File: config.mk
export PLATFORM = sky130hd
export DESIGN_NAME = debounce_filter_mc
export DESIGN_NICKNAME = d
export VERILOG_FILES = /design/src/rtl/debounce_pkg.sv /design/src/rtl/debounce_chan.sv /design/src/rtl/debounce_filter_mc.sv
export SDC_FILE = /design/constraint.sdc
export NUM_CORES = 1
export LEC_CHECK = 0
export ABC_AREA = 1
export CORE_MARGIN = 1.5
export CORE_UTILIZATION = 56
export CTS_BUF_LIST = sky130_fd_sc_hd__clkbuf_8
export DETAILED_ROUTE_END_ITERATION = 7
export PLACE_DENSITY = 0.91
export SKIP_CTS_REPAIR_TIMING = 1
export SLEW_MARGIN = 20
export SYNTH_ARGS = -nofsm -noshare
export SYNTH_HDL_FRONTEND = slang
export SYNTH_SLANG_ARGS = --single-unit
File: constraint.sdc
create_clock -name clk -period 1.5 [get_ports clk]
set_input_delay 0.225 -clock clk [delete_from_list [all_inputs] [get_ports clk]]
set_output_delay 0.225 -clock clk [all_outputs]
set_load 0.01 [all_outputs]
File: src/rtl/debounce_pkg.sv
`default_nettype none
// +----------------------------------------------------------------------+
// | Module   : debounce_pkg                                              |
// | Purpose  : Shared defaults and width helper for the debounce filter. |
// | Revision : 1.0 - initial release                                     |
// +----------------------------------------------------------------------+
package debounce_pkg;

  localparam int c_def_channels    = 2;
  localparam int c_def_stable_cnt  = 26;
  localparam int c_def_prescale    = 1;
  localparam int c_def_sync_stages = 2;

  // Bits needed to hold 0..v-1; never less than one bit so a counter
  // for v=1 still has a legal declaration.
  function automatic int clog2_min1(input int v);
    int w;
    w = 0;
    for (int i = 0; i < 31; i++) begin
      if ((1 << i) < v) begin
        w = i + 1;
      end
    end
    return (w < 1) ? 1 : w;
  endfunction

endpackage
`default_nettype wire

File: src/rtl/debounce_chan.sv
`default_nettype none
// +----------------------------------------------------------------------+
// | Module   : debounce_chan                                             |
// | Purpose  : One debounce channel: synchroniser, stability counter,    |
// |            registered output level and edge pulses.                  |
// | Revision : 1.0 - initial release                                     |
// +----------------------------------------------------------------------+
module debounce_chan
  import debounce_pkg::*;
#(
  parameter int STABLE_CNT  = c_def_stable_cnt,
  parameter int SYNC_STAGES = c_def_sync_stages
) (
  input  logic clk,
  input  logic rst,
  input  logic i_tick,
  input  logic i_inp,
  output logic o_out,
  output logic o_rise,
  output logic o_fall,
  output logic o_busy
);

  localparam int              c_cw  = clog2_min1(STABLE_CNT);
  localparam logic [c_cw-1:0] c_max = c_cw'(STABLE_CNT - 1);

  logic            w_sample;
  logic [c_cw-1:0] r_cnt;
  logic            r_out;
  logic            r_rise;
  logic            r_fall;

  generate
    if (SYNC_STAGES > 0) begin : g_sync
      logic [SYNC_STAGES-1:0] r_sync;

      // Shift the raw input through the synchroniser; reset preloads the
      // current level so no spurious difference appears after reset.
      always_ff @(posedge clk) begin
        if (rst) begin
          r_sync <= {SYNC_STAGES{i_inp}};
        end else begin
          r_sync[0] <= i_inp;
          for (int k = 1; k < SYNC_STAGES; k++) begin
            r_sync[k] <= r_sync[k-1];
          end
        end
      end

      assign w_sample = r_sync[SYNC_STAGES-1];
    end else begin : g_nosync
      assign w_sample = i_inp;
    end
  endgenerate

  // Count consecutive differing ticks; commit the new level and pulse
  // the matching edge output only on the tick that completes the count.
  always_ff @(posedge clk) begin
    if (rst) begin
      r_cnt  <= '0;
      r_out  <= i_inp;
      r_rise <= 1'b0;
      r_fall <= 1'b0;
    end else begin
      r_rise <= 1'b0;
      r_fall <= 1'b0;
      if (i_tick) begin
        if (w_sample == r_out) begin
          r_cnt <= '0;
        end else if (r_cnt == c_max) begin
          r_out  <= w_sample;
          r_cnt  <= '0;
          r_rise <= w_sample;
          r_fall <= ~w_sample;
        end else begin
          r_cnt <= r_cnt + 1'b1;
        end
      end
    end
  end

  assign o_out  = r_out;
  assign o_rise = r_rise;
  assign o_fall = r_fall;
  assign o_busy = |r_cnt;

endmodule
`default_nettype wire

File: src/rtl/debounce_filter_mc.sv
`default_nettype none
// +----------------------------------------------------------------------+
// | Module   : debounce_filter_mc                                        |
// | Purpose  : Multi-channel debounce filter with a shared sample-tick   |
// |            prescaler and independent per-channel filters.            |
// | Revision : 1.0 - initial release                                     |
// +----------------------------------------------------------------------+
module debounce_filter_mc
  import debounce_pkg::*;
#(
  parameter int CHANNELS    = c_def_channels,
  parameter int STABLE_CNT  = c_def_stable_cnt,
  parameter int PRESCALE    = c_def_prescale,
  parameter int SYNC_STAGES = c_def_sync_stages
) (
  input  logic                clk,
  input  logic                rst,
  input  logic                en,
  input  logic [CHANNELS-1:0] inp,
  output logic [CHANNELS-1:0] out,
  output logic [CHANNELS-1:0] rise,
  output logic [CHANNELS-1:0] fall,
  output logic [CHANNELS-1:0] busy
);

  localparam int              c_pw      = clog2_min1(PRESCALE);
  localparam logic [c_pw-1:0] c_pre_max = c_pw'(PRESCALE - 1);

  logic [c_pw-1:0] r_pre;
  logic            w_tick;

  // The tick fires on the last count of each prescale period, and never
  // while the filter is disabled.
  assign w_tick = en & (r_pre == c_pre_max);

  // Free-running prescale counter that freezes whenever en is low.
  always_ff @(posedge clk) begin
    if (rst) begin
      r_pre <= '0;
    end else if (en) begin
      if (r_pre == c_pre_max) begin
        r_pre <= '0;
      end else begin
        r_pre <= r_pre + 1'b1;
      end
    end
  end

  generate
    for (genvar g = 0; g < CHANNELS; g++) begin : g_chan
      debounce_chan #(
        .STABLE_CNT  (STABLE_CNT),
        .SYNC_STAGES (SYNC_STAGES)
      ) u_chan (
        .clk    (clk),
        .rst    (rst),
        .i_tick (w_tick),
        .i_inp  (inp[g]),
        .o_out  (out[g]),
        .o_rise (rise[g]),
        .o_fall (fall[g]),
        .o_busy (busy[g])
      );
    end
  endgenerate

endmodule
`default_nettype wire

==> reports/qor.csv <==
stage,metric,value,unit
timing,Final Hold Viols,0,
grt,pin count of the biggest net entering global routing,17,
synth,Yosys reg bits,20,
timing,Max Clock Skew,0.00103,ns
synth,top-area cell type share of the netlist area,35.4,%
setup_path,worst r2r src,g_chan[0].u_chan.r_cnt[0]$_SDFFE_PP0P_,
timing,final setup fails,0,
cts,clock root buffer,clkbuf_8,
min_path,hold_sp,g_chan[1].u_chan.g_sync.r_sync[0]$_DFF_P_,
power,VDD IR max,0.677,mV
cts,clk buf depth,2,
synth,Synth cell types,25,
place,pre-CTS setup slack,0.0789,ns
setup_path,critical path type,flop to output pin,
power,sequential power share,52.6,%
grt,grt total ovfl,0,
timing,Least-Margin Pin Slew,0.310,ns
synth,synthesized area per cell,8.63,µm²
floorplanning,I/O pin total,13,
setup_path,CP bufs+invs,1,
final_layout,Finished Layout Cells,154,
setup_path,Worst R2R Path Depth,5,
setup_path,Worst path max stage delay,0.54,ns
place,PortBufs,12,
floorplanning,die extent in x,45.6,µm
power,Switching Share,24.6,%
floorplanning,row count,15,
synth,synthesized area,1020,µm²
place,Post-Place Cells,150,
final_layout,Layout area overhead,17.2,%
final_layout,"commonest non-fill, non-tap cells in the layout","nand2_1, dfxtp_1, inv_1",
min_path,type of the tightest min-delay check,flop to flop,
grt,Total GRT Usage,17.2,%
power,Logic pwr share,15.6,%
final_layout,"most common cell after layout, fill and taps aside",nand2_1,
synth,most area-hungry cell type in the Yosys netlist,dfxtp_1,
power,pwr dens,915,nW/µm²
setup_path,Worst R2R End,g_chan[0].u_chan.o_out$_DFFE_PP_,
cts,CTS tree,built,
cts,Skew-Pair Late Insertion Delay,0.25,ns
floorplanning,Core Footprint,1710,µm²
routing,total number of vias,733,
timing,Slew HR,79.3,%
power,Static Leak,0.000550,µW
power,switching power,269,µW
floorplanning,die area,2080,µm²
grt,initial antenna violation count,0,
setup_path,Critical Path RT,1.27,ns
grt,number of global-route vias before repair,699,
setup_path,Worst path top cell family by delay,buffers and inverters,
setup_path,crit path capture type,output pin,
setup_path,Startpoint Class,flop,
cts,CTS Buf Count,3,
routing,Initial DRC Count,8,
synth,YS warnings,0,
setup_path,crit-path cells,clkdlybuf4s50_1,
final_layout,share of layout cells above drive strength 1,21.7,%
power,Internal,823,µW
grt,first-pass GRT wire length,2640,µm
cts,CTS sink cnt,20,
cts,"CTS clk-pin slew, worst paths",0.07,ns
routing,Initial DRT Pass Iterations,4,
final_layout,# nets final,141,
synth,"Seq/Total Area, Yosys",41.3,%
run_status,status,"finished, final reports clean",
power,Clk pwr share,31.8,%
setup_path,arrival time worst endpoint,1.18,ns
setup_path,critical path peak fanout,3,
final_layout,ANT cells,0,
floorplanning,die height,45.6,µm
setup_path,R2R Setup Slk,0.20,ns
timing,period utilization,93.6,%
routing,routed length per instance,10.3,µm
routing,WL final,1580,µm
final_layout,final core utilization,69.9,%
timing,f_max,713,MHz
timing,Tmin final,1.40,ns
synth,"top cells by area, synth","dfxtp_1, nand2_1, ha_1, buf_4, edfxtp_1",
cts,H-tree depth reported by CTS,1,
setup_path,slowest CP cell,clkdlybuf4s50_1,
timing,fin worst setup slack,0.0966,ns
routing,DR DRC count,0,
routing,DRT antenna net count,0,
timing,Final Max Slew Viols,0,
min_path,WHS Path Cells,2,
routing,vias per inst,4.76,
flow_run,max_cap viols,0,
timing,RSZ-0062 raised after global routing,false,
synth,"Net Count, Synth",129,
min_path,Hold EP,g_chan[1].u_chan.g_sync.r_sync[1]$_DFF_P_,
place,Final GP Congestion,0.758,
floorplanning,Starting Density,59.6,%
synth,Syn Inst Count,118,
place,dpl hpwl,1200,µm
cell type report:
type / instances / area [µm²]
Inverter: 13 / 51.3
Clock inverter: 1 / 3.75
Timing Repair Buffer: 17 / 175
Clock buffer: 3 / 41.3
Fill cell: 131 / 514
Sequential cell: 20 / 423
Multi-Input combinational cell: 75 / 468
Tap cell: 25 / 31.3
cells by family after synthesis:
logic type               synth area share, %
adder cells (fa/ha/maj)                 7.37
buffers and inverters                   12.8
XOR/XNOR                                6.02
AO/OA/AOI/OAI                           1.47
AND/OR/NAND/NOR                         29.1
multiplexers                            1.97
flip-flops                              41.3
per-stage QoR:
stage          area (µm²)  TNS [ns]  power (µW)  hold slack [ns]
6_report             1190         0        1090            0.424
5_1_grt              1190         0        1150            0.444
4_1_cts              1190    -0.404        1100            0.428
3_5_place_dp         1140         0         759            0.410
3_3_place_gp         1140         0         750            0.408
2_1_floorplan        1020         0         706            0.253
worst max-delay path by stage:
| stage | start | end | cells after the start |
|---|---|---|---|
| final | g_chan[1].u_chan.o_out$_DFFE_PP_ | out[1] | 1 |
| after global routing | g_chan[1].u_chan.o_out$_DFFE_PP_ | out[1] | 1 |
| after global placement | g_chan[1].u_chan.r_cnt[1]$_SDFFE_PP0P_ | busy[1] | 4 |
| after floorplan | g_chan[1].u_chan.r_cnt[0]$_SDFFE_PP0P_ | g_chan[1].u_chan.o_out$_DFFE_PP_ | 5 |
| after detailed placement | g_chan[1].u_chan.r_cnt[1]$_SDFFE_PP0P_ | busy[1] | 4 |
| after CTS | g_chan[1].u_chan.r_cnt[1]$_SDFFE_PP0P_ | busy[1] | 4 |
cells in the mapped netlist:
| cell | number |
|---|---|
| nand2_1 | 24 |
| dfxtp_1 | 18 |
| inv_1 | 11 |
| buf_4 | 9 |
| nor2_1 | 8 |
| nor2_2 | 7 |
| ha_1 | 6 |
| xor2_1 | 5 |
| nand2_2 | 4 |
| nand4_1 | 4 |
| nand3_1 | 3 |
| a21oi_1 | 2 |
| edfxtp_1 | 2 |
| mux2i_1 | 2 |
| nor3_2 | 2 |
| xnor2_1 | 2 |
| buf_6 | 1 |
| inv_2 | 1 |
| inv_4 | 1 |
| nand2_4 | 1 |
| nand3_2 | 1 |
| nand3b_1 | 1 |
| nand4_2 | 1 |
| o21ai_0 | 1 |
| or2_1 | 1 |
metal layers:
metal,vias up,part of all wire (%),track usage [%]
li1,383,-,-
met1,336,42,17.6
met2,12,53,33.0
met3,2,4.1,6.35
met4,0,0.51,2.94
met5,-,0,0
worst register-to-register path: cells and delay by family, from the launching register on:
kind | cells | cell delay, ns
flops | 1 | 0.33
buf+inv | 1 | 0.13
simple gates | 3 | 0.43
fa+ha+maj | 1 | 0.14
state kept, by name (all words and copies together), names as in the netlist:
register and count:
g_chan.u_chan.r_cnt 10, g_chan.u_chan.o_out 2, g_chan.u_chan.o_fall 2, g_chan.u_chan.g_sync.r_sync 4, g_chan.u_chan.o_rise 2
power by group through the flow:
| stage | clock (µW) | sequential, µW | combinational (µW) |
|---|---|---|---|
| after floorplan | 0 | 587 | 118 |
| after global placement | 0 | 585 | 165 |
| after detailed placement | 0 | 586 | 173 |
| after CTS | 355 | 574 | 175 |
| after global routing | 384 | 577 | 188 |
| final | 347 | 574 | 171 |
Power figures use the tool's default switching activity.
